--- src/rtl/cdb_arbiter_pkg.sv ---
// Shared CDB definitions: tag/value widths, entry layout {rob_id, value}, source ids.
package cdb_arbiter_pkg;

   localparam int CDB_ROB_WIDTH   = 4;
   localparam int CDB_VALUE_WIDTH = 32;
   localparam int CDB_NUM_SRC     = 2;

   // Source index doubles as the last_grant encoding; reset to SRC_LSB so ALU wins the first tie.
   typedef enum logic {
      SRC_ALU = 1'b0,
      SRC_LSB = 1'b1
   } cdb_src_e;

   function automatic cdb_src_e other_src(input cdb_src_e src);
      return (src == SRC_ALU) ? SRC_LSB : SRC_ALU;
   endfunction

endpackage

--- src/rtl/cdb_fifo.sv ---
// Per-source result queue: circular buffer with wrapping pointers and an occupancy count.
module cdb_fifo #(
   parameter int DEPTH = 2,
   parameter int WIDTH = 36
) (
   input  logic                           clk_in,
   input  logic                           rst_in,
   input  logic                           en_in,
   input  logic                           clear_in,
   input  logic                           push_in,
   input  logic [WIDTH-1:0]               push_data_in,
   input  logic                           pop_in,
   output logic [WIDTH-1:0]               head_data_out,
   output logic                           empty_out,
   output logic [$clog2(DEPTH+1)-1:0]     count_out,
   output logic                           drop_out
);

   localparam int PW = $clog2(DEPTH);
   localparam int CW = $clog2(DEPTH + 1);

   logic [WIDTH-1:0] mem_q [DEPTH];
   logic [PW-1:0]    head_q, head_d;
   logic [PW-1:0]    tail_q, tail_d;
   logic [CW-1:0]    count_q, count_d;
   logic             full;
   logic             do_push;
   logic             do_pop;

   assign full      = (count_q == CW'(DEPTH));
   assign empty_out = (count_q == '0);
   assign count_out = count_q;

   assign do_push  = en_in && !clear_in && push_in && !full;
   assign do_pop   = en_in && !clear_in && pop_in && !empty_out;
   assign drop_out = en_in && !clear_in && push_in && full;

   assign head_data_out = mem_q[head_q];

   always_comb begin
      head_d  = head_q;
      tail_d  = tail_q;
      count_d = count_q;
      if (en_in) begin
         if (clear_in) begin
            head_d  = '0;
            tail_d  = '0;
            count_d = '0;
         end else begin
            // DEPTH is a power of two, so pointer overflow is the wrap.
            if (do_push) tail_d = tail_q + PW'(1);
            if (do_pop)  head_d = head_q + PW'(1);
            case ({do_push, do_pop})
               2'b10:   count_d = count_q + CW'(1);
               2'b01:   count_d = count_q - CW'(1);
               default: count_d = count_q;
            endcase
         end
      end
   end

   always_ff @(posedge clk_in or negedge rst_in) begin
      if (!rst_in) begin
         head_q  <= '0;
         tail_q  <= '0;
         count_q <= '0;
      end else begin
         head_q  <= head_d;
         tail_q  <= tail_d;
         count_q <= count_d;
      end
   end

   always_ff @(posedge clk_in) begin
      if (do_push) mem_q[tail_q] <= push_data_in;
   end

endmodule

--- src/rtl/cdb_arbiter.sv ---
// Common data bus arbiter: queues ALU and LSB results, round-robin grants one per cycle onto a registered CDB.
module cdb_arbiter
   import cdb_arbiter_pkg::*;
#(
   parameter int ROB_WIDTH = CDB_ROB_WIDTH,
   parameter int QDEPTH    = 2
) (
   input  logic                       clk_in,
   input  logic                       rst_in,
   input  logic                       rdy_in,
   input  logic                       clear,
   input  logic                       alu_valid,
   input  logic [ROB_WIDTH-1:0]       alu_rob_id,
   input  logic [CDB_VALUE_WIDTH-1:0] alu_value,
   input  logic                       lsb_valid,
   input  logic [ROB_WIDTH-1:0]       lsb_rob_id,
   input  logic [CDB_VALUE_WIDTH-1:0] lsb_value,
   output logic                       alu_full,
   output logic                       lsb_full,
   output logic                       cdb_ready,
   output logic [ROB_WIDTH-1:0]       cdb_rob_id,
   output logic [CDB_VALUE_WIDTH-1:0] cdb_value,
   output logic                       overflow
);

   localparam int EW = ROB_WIDTH + CDB_VALUE_WIDTH;
   localparam int CW = $clog2(QDEPTH + 1);

   logic [CDB_NUM_SRC-1:0] src_valid;
   logic [EW-1:0]          src_push_data [CDB_NUM_SRC];
   logic [EW-1:0]          src_head      [CDB_NUM_SRC];
   logic [CW-1:0]          src_count     [CDB_NUM_SRC];
   logic [CDB_NUM_SRC-1:0] src_empty;
   logic [CDB_NUM_SRC-1:0] src_full;
   logic [CDB_NUM_SRC-1:0] src_drop;
   logic [CDB_NUM_SRC-1:0] src_pop;

   logic                       grant_any;
   cdb_src_e                   grant_src;
   cdb_src_e                   last_grant_q, last_grant_d;
   logic                       cdb_ready_q, cdb_ready_d;
   logic [ROB_WIDTH-1:0]       cdb_rob_id_q, cdb_rob_id_d;
   logic [CDB_VALUE_WIDTH-1:0] cdb_value_q, cdb_value_d;
   logic                       overflow_q, overflow_d;

   assign src_valid     = {lsb_valid, alu_valid};
   assign src_push_data[0] = {alu_rob_id, alu_value};
   assign src_push_data[1] = {lsb_rob_id, lsb_value};

   genvar gi;
   generate
      for (gi = 0; gi < CDB_NUM_SRC; gi++) begin : g_src
         cdb_fifo #(
            .DEPTH (QDEPTH),
            .WIDTH (EW)
         ) u_fifo (
            .clk_in        (clk_in),
            .rst_in        (rst_in),
            .en_in         (rdy_in),
            .clear_in      (clear),
            .push_in       (src_valid[gi]),
            .push_data_in  (src_push_data[gi]),
            .pop_in        (src_pop[gi]),
            .head_data_out (src_head[gi]),
            .empty_out     (src_empty[gi]),
            .count_out     (src_count[gi]),
            .drop_out      (src_drop[gi])
         );
         assign src_full[gi] = (src_count[gi] == CW'(QDEPTH));
      end
   endgenerate

   assign alu_full = src_full[0];
   assign lsb_full = src_full[1];

   always_comb begin
      grant_any = 1'b0;
      grant_src = last_grant_q;
      if (rdy_in && !clear) begin
         if (!src_empty[0] && !src_empty[1]) begin
            grant_any = 1'b1;
            grant_src = other_src(last_grant_q);
         end else if (!src_empty[0]) begin
            grant_any = 1'b1;
            grant_src = SRC_ALU;
         end else if (!src_empty[1]) begin
            grant_any = 1'b1;
            grant_src = SRC_LSB;
         end
      end
   end

   always_comb begin
      src_pop = '0;
      if (grant_any) src_pop[grant_src] = 1'b1;
   end

   // Tag and value only move on a grant, so they hold their last broadcast otherwise.
   always_comb begin
      cdb_ready_d  = cdb_ready_q;
      cdb_rob_id_d = cdb_rob_id_q;
      cdb_value_d  = cdb_value_q;
      last_grant_d = last_grant_q;
      overflow_d   = overflow_q;
      if (rdy_in) begin
         cdb_ready_d = grant_any;
         overflow_d  = overflow_q | (|src_drop);
         if (grant_any) begin
            cdb_rob_id_d = src_head[grant_src][EW-1 -: ROB_WIDTH];
            cdb_value_d  = src_head[grant_src][CDB_VALUE_WIDTH-1:0];
            last_grant_d = grant_src;
         end
      end
   end

   always_ff @(posedge clk_in or negedge rst_in) begin
      if (!rst_in) begin
         cdb_ready_q  <= 1'b0;
         cdb_rob_id_q <= '0;
         cdb_value_q  <= '0;
         last_grant_q <= SRC_LSB;
         overflow_q   <= 1'b0;
      end else begin
         cdb_ready_q  <= cdb_ready_d;
         cdb_rob_id_q <= cdb_rob_id_d;
         cdb_value_q  <= cdb_value_d;
         last_grant_q <= last_grant_d;
         overflow_q   <= overflow_d;
      end
   end

   assign cdb_ready  = cdb_ready_q;
   assign cdb_rob_id = cdb_rob_id_q;
   assign cdb_value  = cdb_value_q;
   assign overflow   = overflow_q;

endmodule

--- config.mk ---
export PLATFORM = sky130hd
export DESIGN_NAME = cdb_arbiter
export DESIGN_NICKNAME = d
export VERILOG_FILES = /design/src/rtl/cdb_arbiter_pkg.sv /design/src/rtl/cdb_fifo.sv /design/src/rtl/cdb_arbiter.sv
export SDC_FILE = /design/constraint.sdc
export NUM_CORES = 1
export LEC_CHECK = 0
export CORE_MARGIN = 4
export CORE_UTILIZATION = 45
export DETAILED_ROUTE_END_ITERATION = 7
export DONT_BUFFER_PORTS = 1
export SYNTH_ARGS = -nofsm -noshare
export SYNTH_HDL_FRONTEND = slang
export SYNTH_SLANG_ARGS = --single-unit
--- constraint.sdc ---
create_clock -name clk_in -period 6.7 [get_ports clk_in]
set_input_delay 1.34 -clock clk_in [delete_from_list [all_inputs] [get_ports clk_in]]
set_output_delay 1.34 -clock clk_in [all_outputs]
set_load 0.05 [all_outputs]
==> results of run 1 <==
## metal layers
metal  vias up  GRT usage
met5         -          0
met4         0    0.04871
met3        14    0.07429
met2        94     0.2793
met1      1816     0.1876
li1       1665          -
## state kept, by name, summed over array words and instances, names as in the netlist
register and cells:
cdb_rob_id 4, overflow 1, cdb_value 32, last_grant_q 1, g_src.u_fifo.tail_q 2, cdb_ready 1
g_src.u_fifo.count_out 4, g_src.u_fifo.head_q 2, g_src.u_fifo.mem_q 144
## kinds of logic (layout without fill, tap and decap cells)
| logic type | after synthesis | in the layout | share of synthesized area |
|---|---|---|---|
| multiplexers | 72 | 72 | 0.09887 |
| buffers and inverters | 34 | 45 | 0.02489 |
| flip-flops | 191 | 191 | 0.7547 |
| AO/OA/AOI/OAI | 108 | 108 | 0.1050 |
| AND/OR/NAND/NOR | 21 | 21 | 0.01528 |
| XOR/XNOR | 1 | 1 | 0.001202 |
## stage by stage
step,worst slack (ps),util,power [mW],std cells,hold slack [ps]
finish,3398,0.5036,3.267,654,528.1
global placement,2999,0.4716,2.411,622,522.7
global route,3197,0.5036,3.407,654,562.4
detailed placement,2906,0.4716,2.425,622,519.1
floorplan,2879,-,2.317,427,486.1
CTS,3349,0.5036,3.312,654,528.3
## worst max-delay path: stages
cell and delay (ps):
nor2b_1 690, nand3_1 360, nor2_4 910
## cells in the mapped netlist, drive strengths merged (2+ instances only)
cell	number
nand4b	2
nand2	3
nor2b	3
inv	9
a31oi	5
a21o	38
edfxtp	144
a21oi	5
buf	21
dfrtp	46
nor2	6
o22ai	40
nand3	2
nand2b	3
clkbuf	4
o21ai	8
o211ai	4
mux2i	72
## cell usage in the layout (no fill, tap or decap), types with 5 or more instances in the layout
cell,Yosys,routed
o21ai_0,7,7
a21o_1,38,38
o22ai_1,40,40
a31oi_1,5,5
mux2i_1,72,72
dfrtp_1,46,44
clkinv_1,0,5
inv_1,9,9
edfxtp_1,144,144
clkbuf_16,0,17
a21oi_1,5,5
## cell type report
type	instances	share of cell area
clock inverter	11	0.008445
multi-input combinational	202	0.2068
timing repair buffer	4	0.003754
tap	216	0.03378
sequential	191	0.6880
clock buffer	21	0.05505
inverter	9	0.004223
## where the power goes
group	total [mW]	internal [mW]	leakage, nW	switching (mW)
Clock	0.883	0.471	0.247	0.413
Sequential	2.01	1.43	1.90	0.582
Combinational	0.369	0.205	0.749	0.165
## how the worst max path moves through the flow
stage | startpoint | end | depth (start not counted)
CTS | rdy_in | g_src[1].u_fifo.mem_q[1][31] | 3
global route | rdy_in | g_src[1].u_fifo.mem_q[1][27] | 3
global placement | rdy_in | g_src[1].u_fifo.mem_q[0][9] | 3
finish | rdy_in | g_src[1].u_fifo.mem_q[0][11] | 3
floorplan | clear | g_src[0].u_fifo.mem_q[0][0] | 5
detailed placement | rdy_in | g_src[1].u_fifo.mem_q[1][15] | 3
==> flow_metrics.tcl, run 1 <==
set metrics [dict create \
    r2r_end "g_src[1].u_fifo.mem_q[0][11]" \
    m1WireLength_mm 5.580 \
    synth_top_area_share 0.5932 \
    tightestPinTransition_ps 1195 \
    final_nets 503 \
    arrival_ps 3340 \
    top_layer "met4" \
    io_pins 118 \
    holdPathStages 2 \
    vias 3589 \
    powerDensity_nw_per_um2 408.4 \
    grt_pass1_vias 3835 \
    fmax_ghz 0.3029 \
    finClkSkew_ps 8.162 \
    io_buffers 0 \
    fp-row-count 46 \
    first_iter_violations 237 \
    netlist_area_um2 7289 \
    setup_tns_ps 0 \
    core-area_um2 15890 \
    cts-resized-gates 0 \
    min_path_type "register to register" \
    viasPerCell 5.488 \
    drc 0 \
    synth-seq-area-share 0.7547 \
    slew_viol_final 0 \
    wl_met2_mm 7.456 \
    max-vdd-ir-drop_mv 0.1830 \
    final_area_um2 8000 \
    track_usage 0.1644 \
    cp-end-kind "register" \
    numClockSinks 191 \
    wire_per_inst_um 21.96 \
    setup_viol 0 \
    antenna_found_initial 0 \
    synth_top_flop_cell "edfxtp_1" \
    slew_headroom 0.1994 \
    drtAntennaViolNets 0 \
    start_util 0.4589 \
    fp.dieH_um 135.3 \
    min_period_ps 3302 \
    area_growth_pct 9.749 \
    cts_buffers 17 \
    hpwl_mm 8.861 \
    first_pass_iters 4 \
    ys_ff_latch 191 \
    clk_root_buffer_cell "clkbuf_16" \
    layout.filler_cells 1322 \
    synth_enable_flop_cells 144 \
    multiInputGateArea_um2 1654 \
    cts_setup_buffers 0 \
    required_ps 6740 \
    hold_viol 0 \
    synth.avg_cell_area_um2 17.07 \
    holdPathEnd "last_grant_q" \
    yosysTopAreaCell "edfxtp_1" \
    synth_warnings 0 \
    die-area_um2 18300 \
    cts_tree "built" \
    start_kind "input port" \
    clockBufferDepth 2 \
    grt_max_degree 48 \
    drt-total-wl_mm 14.36 \
    clk_latency_ps 420 \
    seq_area_um2 5504 \
    rr_worst_depth 3 \
    fp.dieW_um 135.3 \
    layout-drive-gt1-share 0.09132 \
    finalCritPeriodShare 0.4928 \
    synthTopCellsByArea "edfxtp_1 59%, dfrtp_1 16%, mux2i_1 9.9%, a21o_1 3.9%, o22ai_1 3.4%" \
    place_area_um2 7492 \
    wl_met3_mm 1.145 \
    cp_max_fo 36 \
    regToRegSetupSlack_ps 4300 \
    htreeDepth 4 \
    clk_pin_slew_worst_paths_ps 60 \
    syn_inst 427 \
    num_antenna_cells 0 \
    regToRegStartpoint "g_src[1].u_fifo.count_out[0]" \
    grt_overflow 0 \
    cap_violations 0 \
    status "complete, no violations" \
    crit_type "input port to register" \
    grt_setup_unrepaired "false" \
    synth_nets 505 \
    ys_types 34 \
    ctsHoldBuffers 0 \
    p_leak_nw 2.891 \
    grt_pass1_wl_mm 22.09 \
    worstHoldStart "last_grant_q" \
    async_reset_ff_frac 0.2461 \
    place_congestion 0.7502 \
]
Note: power is estimated with default switching activity, not from simulation.
==> inputs of run 2 (changes only) <==
==> constraint.sdc (replaced) <==
create_clock -name clk_in -period 2.8 [get_ports clk_in]
set_input_delay 0.56 -clock clk_in [delete_from_list [all_inputs] [get_ports clk_in]]
set_output_delay 0.56 -clock clk_in [all_outputs]
set_load 0.05 [all_outputs]
==> run 2 against run 1 <==
  * Worst setup slack lost 2800 ps
  * Sequential cell count is the same
  * Final cell count grew 1.2%
  * Final area grew 1.9%
  * Critical path type is now register to output pin
  * Largest power group unchanged
==> flow_metrics.tcl, run 2 (synthesis results as in run 1) <==
set metrics [dict create \
    status "complete, no violations" \
    first_iter_violations 170 \
    slew_headroom 0.1972 \
    arrival_ps 1650 \
    min_path_type "input port to register" \
    ctsHoldBuffers 2 \
    top_layer "met4" \
    max-vdd-ir-drop_mv 0.4801 \
    core-area_um2 15890 \
    cts_buffers 17 \
    layout.filler_cells 1356 \
    start_util 0.4589 \
    grt_setup_unrepaired "false" \
    switching_power_mw 2.911 \
    vias 3613 \
    fp-row-count 46 \
    required_ps 2240 \
    final_nets 511 \
    clk_pin_slew_worst_paths_ps 60 \
    drt-total-wl_mm 14.65 \
    area_growth_pct 11.88 \
    cp-end-kind "output pin" \
    grt_pass1_wl_mm 22.66 \
    drtAntennaViolNets 0 \
    fp.dieH_um 135.3 \
    swShare 0.3635 \
    grt_overflow 0 \
    final_common_cell "edfxtp_1" \
    wl_met2_mm 7.727 \
    crit_type "register to output pin" \
    clk_root_buffer_cell "clkbuf_16" \
    layout-drive-gt1-share 0.1166 \
    hpwl_mm 8.911 \
    p_comb_frac 0.128 \
    antenna_found_initial 0 \
    m1WireLength_mm 5.334 \
    num_antenna_cells 0 \
    min_period_ps 2212 \
    viasPerCell 5.458 \
    layout.cells.non_filler 662 \
    wl_met3_mm 1.329 \
    setup_viol 0 \
    powerDensity_nw_per_um2 981.9 \
    io_pins 118 \
    track_usage 0.1691 \
    finalCritPeriodShare 0.7898 \
    htreeDepth 4 \
    numClockSinks 191 \
    clk_latency_ps 430 \
    intPower_mw 5.097 \
    cts_setup_buffers 0 \
    cp_max_fo 11 \
    finClkSkew_ps 6.206 \
    setup_tns_ps 0 \
    first_pass_iters 4 \
    grt_pass1_vias 3874 \
    wire_per_inst_um 22.13 \
    regMostFlops "g_src.u_fifo.mem_q" \
    tightestPinTransition_ps 1198 \
    p_clk_frac 0.276 \
    slew_viol_final 0 \
    power_frac_seq 0.596 \
    hold_viol 0 \
    start_kind "register" \
    fp.dieW_um 135.3 \
    p_leak_nw 2.956 \
    final_cell_mix "144 x edfxtp_1, 72 x mux2i_1, 44 x dfrtp_1, 40 x o22ai_1, 38 x a21o_1" \
    clockBufferDepth 2 \
    grt_max_degree 48 \
    place_congestion 0.7385 \
    cts_tree "built" \
    largest_reg_flops 144 \
    fmax_ghz 0.4522 \
    drc 0 \
    die-area_um2 18300 \
    cap_violations 0 \
    cts-resized-gates 0 \
    dp_cells 628 \
    io_buffers 0 \
]
## run 2: metrics by stage
stage	setup slack, ps	util	hold WS (ps)	total power, mW	instance area, um2
after CTS	556.9	0.5134	194.4	8.112	8155
final	588.5	0.5134	217.1	8.008	8155
after detailed placement	705.3	0.4768	266.6	5.885	7575
after global placement	761.3	0.4768	266.6	5.842	7575
after floorplan	-241.3	-	264.4	5.544	7289
after global routing	493.2	0.5134	189.3	8.361	8155
## run 2: power groups by stage
stage,clock network [mW],logic [mW],registers (mW)
after floorplan,0,0.893,4.65
after global placement,0,0.996,4.85
after detailed placement,0,1.03,4.86
after CTS,2.26,1.05,4.80
after global routing,2.39,1.14,4.83
final,2.21,1.03,4.77
## run 2: cell type report
class                   instances  area, um2  area share
repair buffers                 12      150.1     0.01841
flip-flops and latches        191       5504      0.6749
well taps                     216      270.3     0.03314
clock inverters                12      106.4     0.01304
clock buffers                  20      436.7     0.05354
inverters                       9      33.78    0.004142
multi-input cells             202       1654      0.2028
## run 2: layer usage
| layer | global-route usage | vias up |
|---|---|---|
| met2 | 0.2912 | 109 |
| met1 | 0.1871 | 1803 |
| met5 | 0 | - |
| li1 | - | 1681 |
| met4 | 0.06383 | 0 |
| met3 | 0.07058 | 20 |
## run 2: path summary, 6_finish.rpt
kind | start | to | slack, ps | cells after the start
setup / recovery | g_src[0].u_fifo.count_out[1] | alu_full | 590 | 2
hold / removal | clear | g_src[0].u_fifo.tail_q | 220 | 1
min in group asynchronous | rst_in | cdb_value[20] | 650 | 2
setup reg to reg | g_src[0].u_fifo.count_out[1] | cdb_value[5] | 730 | 3
max in group asynchronous | rst_in | last_grant_q | 1860 | 2
hold reg to reg | g_src[0].u_fifo.mem_q[0][25] | cdb_value[25] | 550 | 2
## run 2: critical path: stages, from the launching register on
cell	delay, ps
dfrtp_1	610
nand2b_1	220
inv_1	390
